### src/rtl/fp_align_grs80_pkg.sv
`default_nettype none
// ============================================================================
// Package : fp80_pkg
// Shared widths, types and amount clamping for the 80-bit FP datapath.
// Revision: 1.0
// ============================================================================
package fp80_pkg;

  localparam int WID80 = 80;
  localparam int AMTW  = 8;

  // Shifting by 82 or more pushes every original bit below the round position.
  localparam logic [AMTW-1:0] AMT_CLAMP = AMTW'(WID80 + 2);

  typedef logic [WID80-1:0] man80_t;

  typedef struct packed {
    logic g;
    logic r;
    logic s;
  } grs_t;

  function automatic logic [AMTW-1:0] clamp_amt(input logic [AMTW-1:0] amt);
    return (amt > AMT_CLAMP) ? AMT_CLAMP : amt;
  endfunction

endpackage
`default_nettype wire

### src/rtl/sticky_mask80.sv
`default_nettype none
// ============================================================================
// Module  : sticky_mask80
// Low-bit mask of the positions that fold into sticky for a clamped amount.
// Revision: 1.0
// ============================================================================
module sticky_mask80
  import fp80_pkg::*;
(
  input  logic [AMTW-1:0] ac_i,
  output man80_t          mask_o
);

  // Bit i lies below the round position exactly when ac > i + 2.
  for (genvar i = 0; i < WID80; i++) begin : g_mask
    assign mask_o[i] = (int'(ac_i) > i + 2);
  end

endmodule
`default_nettype wire

### src/rtl/fp_align_grs80.sv
`default_nettype none
// ============================================================================
// Module  : fp_align_grs80
// Two-stage right-shift aligner producing guard/round/sticky for the rounder.
// Revision: 1.0
// ============================================================================
module fp_align_grs80 #(
  parameter int WID  = 80,
  parameter int AMTW = 8,
  parameter int TAGW = 4
) (
  input  logic            clk_i,
  input  logic            rst_i,
  input  logic            valid_i,
  output logic            ready_o,
  input  logic [WID-1:0]  man_i,
  input  logic [AMTW-1:0] amt_i,
  input  logic [TAGW-1:0] tag_i,
  output logic            valid_o,
  input  logic            ready_i,
  output logic [WID-1:0]  man_o,
  output logic            g_o,
  output logic            r_o,
  output logic            s_o,
  output logic [TAGW-1:0] tag_o
);

  import fp80_pkg::grs_t;
  import fp80_pkg::man80_t;
  import fp80_pkg::clamp_amt;

  logic            va_q, va_d;
  logic [WID-1:0]  mana_q, mana_d;
  logic [AMTW-1:0] ac_q, ac_d;
  logic [TAGW-1:0] taga_q, taga_d;

  logic            vb_q, vb_d;
  logic [WID-1:0]  manb_q, manb_d;
  grs_t            grs_q, grs_d;
  logic [TAGW-1:0] tagb_q, tagb_d;

  logic            load_b;
  man80_t          smask;
  logic [WID+1:0]  shifted;

  assign load_b  = va_q & (~vb_q | ready_i);
  assign ready_o = ~va_q | ~vb_q | ready_i;

  sticky_mask80 u_sticky_mask (
    .ac_i   (ac_q),
    .mask_o (smask)
  );

  always_comb begin
    va_d   = va_q;
    mana_d = mana_q;
    ac_d   = ac_q;
    taga_d = taga_q;
    if (ready_o) begin
      va_d = valid_i;
      if (valid_i) begin
        mana_d = man_i;
        ac_d   = clamp_amt(amt_i);
        taga_d = tag_i;
      end
    end
  end

  // Two zero bits below the mantissa land the guard and round bits at [1:0].
  always_comb begin
    shifted = {mana_q, 2'b00} >> ac_q;
    vb_d    = vb_q;
    manb_d  = manb_q;
    grs_d   = grs_q;
    tagb_d  = tagb_q;
    if (load_b) begin
      vb_d    = 1'b1;
      manb_d  = shifted[WID+1:2];
      grs_d.g = shifted[1];
      grs_d.r = shifted[0];
      grs_d.s = |(mana_q & smask);
      tagb_d  = taga_q;
    end else if (ready_i) begin
      vb_d = 1'b0;
    end
  end

  always_ff @(posedge clk_i) begin
    if (rst_i) begin
      va_q   <= 1'b0;
      mana_q <= '0;
      ac_q   <= '0;
      taga_q <= '0;
      vb_q   <= 1'b0;
      manb_q <= '0;
      grs_q  <= '0;
      tagb_q <= '0;
    end else begin
      va_q   <= va_d;
      mana_q <= mana_d;
      ac_q   <= ac_d;
      taga_q <= taga_d;
      vb_q   <= vb_d;
      manb_q <= manb_d;
      grs_q  <= grs_d;
      tagb_q <= tagb_d;
    end
  end

  assign valid_o = vb_q;
  assign man_o   = manb_q;
  assign g_o     = grs_q.g;
  assign r_o     = grs_q.r;
  assign s_o     = grs_q.s;
  assign tag_o   = tagb_q;

endmodule
`default_nettype wire
### config.mk
export PLATFORM = sky130hd
export DESIGN_NAME = fp_align_grs80
export DESIGN_NICKNAME = d
export VERILOG_FILES = /design/src/rtl/fp_align_grs80_pkg.sv /design/src/rtl/sticky_mask80.sv /design/src/rtl/fp_align_grs80.sv
export SDC_FILE = /design/constraint.sdc
export NUM_CORES = 1
export LEC_CHECK = 0
export BUFFER_PORTS_ARGS = -buffer_cell sky130_fd_sc_hd__buf_2
export CAP_MARGIN = 20
export CELL_PAD_IN_SITES_DETAIL_PLACEMENT = 1
export CELL_PAD_IN_SITES_GLOBAL_PLACEMENT = 2
export CORE_MARGIN = 2
export CORE_UTILIZATION = 31
export CTS_CLUSTER_SIZE = 30
export DETAILED_ROUTE_END_ITERATION = 12
export PLACE_DENSITY_LB_ADDON = 0.1
export REMOVE_ABC_BUFFERS = 1
export SYNTH_ARGS = -nofsm -noshare
export SYNTH_HDL_FRONTEND = slang
export SYNTH_SLANG_ARGS = --single-unit
export TNS_END_PERCENT = 30
### constraint.sdc
create_clock -name clk_i -period 2.35 [get_ports clk_i]
set_input_delay 0.47 -clock clk_i [delete_from_list [all_inputs] [get_ports clk_i]]
set_output_delay 0.47 -clock clk_i [all_outputs]
set_load 0.03 [all_outputs]
# Word-level counts from Yosys, hierarchy flattened

Index checks and enable logic that the tools add are counted.

Flip-flop bits (word level): 181
Bits of input ports: 96
Word-level logic and storage cells: 105

Order comparisons: 81
Shifts and indexed selects: 1
Multiplexer cells: 3
Bitwise logic cells: 7
Reductions and logical operators: 3

Operators with widths:

| cell                                                | number |
|---|---|
| > comparator 8 x 6 -> 1 bit (second input constant) | 32 |
| > comparator 8 x 7 -> 1 bit (second input constant) | 19 |
| > comparator 8 x 5 -> 1 bit (second input constant) | 16 |
| right shift 82 x 8 -> 82 bit                        | 1 |
| bitwise AND 80 bit                                  | 1 |
| OR reduction 80 bit                                 | 1 |
| > comparator 8 x 4 -> 1 bit (second input constant) | 8 |
| > comparator 8 x 3 -> 1 bit (second input constant) | 4 |
| > comparator 8 x 2 -> 1 bit (second input constant) | 2 |
| 2-to-1 mux 8 bit                                    | 1 |
| OR 1 bit                                            | 3 |
| 2-to-1 mux 1 bit                                    | 2 |
| NOT 1 bit                                           | 2 |
| AND reduction 2 bit                                 | 1 |
| nonzero test 2 bit                                  | 1 |
| bitwise AND 1 bit                                   | 1 |

# Depth between registers and ports, before layout

Depth after elaboration: 4
Gate-level depth with buffers: 12
Gate-level depth less buffers: 7

# Hierarchy

From an unflattened synthesis, not the netlist that was laid out.

Cell total of the unflattened synthesis: 1620
Area total of the unflattened synthesis: 13940.9 um2

Modules (own cells, without submodules):

| module         | instances | cells each | area an instance (um2) | sequential area each (um2) |
|---|---|---|---|---|
| fp_align_grs80 | 1         | 1458       | 13055.0                | 3623.5 |
| sticky_mask80  | 1         | 162        | 885.8                  | 0.0 |

# Worst setup path before layout

No wires, ideal clock.

Path type: register to register
From: register ac_q[0]
To: register manb_q[7], in the netlist man_o[7]
Library setup time: 132 ps
Arrival time: 2264 ps
Data required time: 2218 ps
Setup slack: -47 ps
Stages on the path, launching flop included: 8
Clock period less this slack: 2397 ps
Cell sequence: dfxtp_1 -> buf_2 -> buf_4 -> buf_2 -> mux2_2 -> mux4_2 -> a222oi_1 -> a21oi_1

Word-level cells in the longest chain between the ends: 1

Ends and longest elaborated chain:

| element                      | line                  | source |
|---|---|---|
| start, declared              | fp_align_grs80.sv:34  | `logic [AMTW-1:0] ac_q, ac_d;` |
| start signal, assigned       | fp_align_grs80.sv:92  | `ac_q <= '0;` |
| start signal, assigned       | fp_align_grs80.sv:101 | `ac_q <= ac_d;` |
| right shift 82 x 8 -> 82 bit | fp_align_grs80.sv:71  | `shifted = {mana_q, 2'b00} >> ac_q;` |
| end signal, assigned         | fp_align_grs80.sv:104 | `manb_q <= manb_d;` |
| end, declared                | fp_align_grs80.sv:38  | `logic [WID-1:0] manb_q, manb_d;` |

No other way between the ends.
A chain may end at the register's enable or synchronous reset.

# Worst setup path in the final report

From: register ac_q[5]
To: register grs_q, in the netlist s_o

Word-level cells in the longest chain between the ends: 3

Ends and longest elaborated chain:

| element                                                   | line                  | source |
|---|---|---|
| > comparator 8 x 2 -> 1 bit, or another cell as far along | sticky_mask80.sv:16   | `assign mask_o[i] = (int'(ac_i) > i + 2);` |
| bitwise AND 80 bit *                                      | fp_align_grs80.sv:81  | `grs_d.s = \|(mana_q & smask);` |
| OR reduction 80 bit *                                     | fp_align_grs80.sv:81  |  |
| end signal, assigned                                      | fp_align_grs80.sv:105 | `grs_q <= grs_d;` |
| end, declared                                             | fp_align_grs80.sv:39  | `grs_t grs_q, grs_d;` |

Every way passes the cells marked *; elsewhere a longest branch is shown, timed or not.

==> metrics.md <==
| Metric | Value |
|---|---|
| Status | finished with violations |
| Violated checks | setup timing |
| Tcrit/Tclk final | 1.07 |
| Max FO, Critical Path | 18 |
| Clk Latency, worst-skew pair | 0.51 ns |
| Power per Cell Area | 509 mW/mm^2 |
| Via Count | 15.4k |
| Port Buf Inserts | 184 |
| Worst-Margin Slew | 0.785 ns |
| CTS Sinks | 181 |
| Setup tns final | -2.66 ns |
| CP endpoint | s_o |
| Crit path required time | 2.73 ns |
| Layout filler cell count | 4878 |
| Congestion Overflow GR | 0 |
| Reg-to-reg startpoint | ac_q[5] |
| Clock skew | 0.0152 ns |
| Vias/cell | 5.86 |
| Top cell type's share of synthesized area | 0.282 |
| Syn-to-layout area delta | 47.0% |
| Initial DRC count | 1247 |
| Min-delay src | man_i[68] |
| Largest net degree at the start of global routing | 73 |
| CTS root buf | clkbuf_16 |
| Final setup vio count | 38 |
| CTS tree | built |
| Critical Path Source | ac_q[5] |
| CP Launch Type | register |
| Synthesized area | 0.0129 sq mm |
| Hold Crit Class | input pin to register |
| CTS max path bufs | 2 |
| Placed cell area | 0.0169 sq mm |
| First-pass GRT wire length | 105000 um |
| Critical Path AT | 2.90 ns |
| Most frequent cells after synthesis | nand2_1, dfxtp_1, a21oi_1 |
| Clock-pin slew on the worst setup and hold paths | 0.07 ns |
| R2R setup slack | -0.17 ns |
| Syn Area/Cell | 7.96 sq um |
| Final instance area | 0.0189 sq mm |
| Crit Path Class | register to register |
| Post-synth ARST share | 0 |
| H-tree depth | 4 |
| Post-synth EDFFs | 0 |
| Tmin final | 2.52 ns |
| Rows | 74 |
| IR Drop Worst-Case VDD | 0.449 mV |
| CTS hold repair buffers | 0 |
| Register-to-Register Path Depth | 10 |
| Syn Inst Count | 1614 |
| Count leader, synth | nand2_1 |
| PnR worst setup slack | -0.174 ns |
| Slew headroom | 0.477 |
| Total Power | 9.62 mW |
| RSZ-0062 raised after global routing | true |
| Die Wd | 208 um |
| Die area | 0.0431 sq mm |
| Hold Fails Final Rpt | 0 |
| #FFs+latches synth | 181 |
| Number of global-route vias before repair | 15.6k |
| Final wirelength | 72700 um |
| Die height | 208 um |
| Max_cap viols | 0 |
| Post-DRT Antenna Nets | 0 |
| First-pass DRT Iterations | 5 |
| Slew Limit Fails | 0 |
| Antenna violations before repair | 0 |
| Placeable Area | 0.0409 sq mm |
| Detailed Place HPWL | 57200 um |
| Boundary pin count | 185 |
| Total GRT Usage | 0.331 |
| Reg-to-Reg End | s_o |
| Nets | 2178 |
| Most common flop cell mapped by yosys | dfxtp_1 |
| Total CTS buffers | 17 |
| Critical path endpoint category | register |
| Layout cell share with drive strength beyond 1 | 0.445 |
| F_max | 396 MHz |
| Leakage Power | 7.97 nW |
| DRC | 0 |
| Initial Utilization | 0.314 |
| Post-synthesis sequential area ratio | 0.282 |
| Final Wtd Congestion | 0.989 |
| Distinct cells, synth | 73 |
| Synth area leader | dfxtp_1 |
| Ranking of synthesized cells by area | dfxtp_1, mux4_2, nand2_1, a21oi_1, mux2i_1 |
| Routed WL per cell | 27.7 um |
| YS warnings | 0 |
## flip-flops by register name, indices dropped and copies added (netlist names)
register,cells
valid_o,1
g_o,1
man_o,80
tag_o,4
ac_q,8
taga_q,4
mana_q,80
va_q,1
r_o,1
s_o,1
## cells by family (layout without fill, tap and decap cells)
logic type	after synthesis	after routing	synth area share
compound gates	452	452	0.224
buf+inv	177	658	0.0594
flops	181	181	0.282
mux	180	180	0.230
other cells	0	1	0
simple gates	624	624	0.205
## how the worst min path moves through the flow
stage | endpoint | cells past startpoint
after floorplan | tag_o[0] | 2
after global placement | man_o[50] | 2
after detailed placement | taga_q[1] | 2
after CTS | mana_q[4] | 3
after global routing | mana_q[51] | 3
final | mana_q[68] | 3
## area by class of cell
| type | instances | area, sq um | share of cell area |
|---|---|---|---|
| diodes | 1 | 2.50 | 0.000132 |
| clock buffers | 23 | 498 | 0.0263 |
| clock inverters | 9 | 66.3 | 0.00351 |
| inverters | 22 | 82.6 | 0.00437 |
| multi-input cells | 1256 | 9390 | 0.497 |
| flip-flops and latches | 181 | 3640 | 0.193 |
| well taps | 532 | 666 | 0.0352 |
| repair buffers | 604 | 4550 | 0.241 |
## placed cells by master (no fill, tap or decap), drive strengths merged, types with 28 or more instances in the layout
cell type	n
o21ai	90
buf	602
a21oi	156
nor2	141
mux4	89
dfxtp	181
nand2	371
mux2i	61
a22oi	39
mux2	30
nor3	28
## power by group
| group | total, mW | internal, mW | switching (mW) |
|---|---|---|---|
| sequential | 3.44 | 3.21 | 0.236 |
| combinational | 3.25 | 1.45 | 1.80 |
| clock | 2.93 | 1.50 | 1.43 |
## critical path: stages, from the launching register on
cell and delay (ns):
dfxtp_2 0.36, buf_12 0.13, buf_12 0.15, buf_4 0.24, inv_1 0.20, buf_4 0.26
a21oi_2 0.26, o211ai_1 0.15, a221o_1 0.30, a211oi_2 0.23, a311oi_1 0.11
## metal layers
metal / GRT usage / routed length, um
met2: 0.532 / 33500
met4: 0.160 / 3580
met1: 0.433 / 30900
met5: 0 / 0
met3: 0.0523 / 4650
## metrics by stage
step,utilization,worst slack [ns],hold WS [ns],instances
6_report,0.462,-0.174,0.197,2628
5_1_grt,0.462,-0.270,0.199,2627
4_1_cts,0.443,-0.146,0.167,2605
3_5_place_dp,0.413,-0.501,0.448,2557
3_3_place_gp,0.413,-0.362,0.439,2557
2_1_floorplan,-,-3.08,0.426,1459
## timing repair
action / CTS / global route
endpoints found under the setup margin: 72 / 70
setup buffers: 17 / 21
cloned: 0 / 2
resized for setup: 137 / 132
pin swaps: 42 / 65
(Power assumes the default switching activity.)
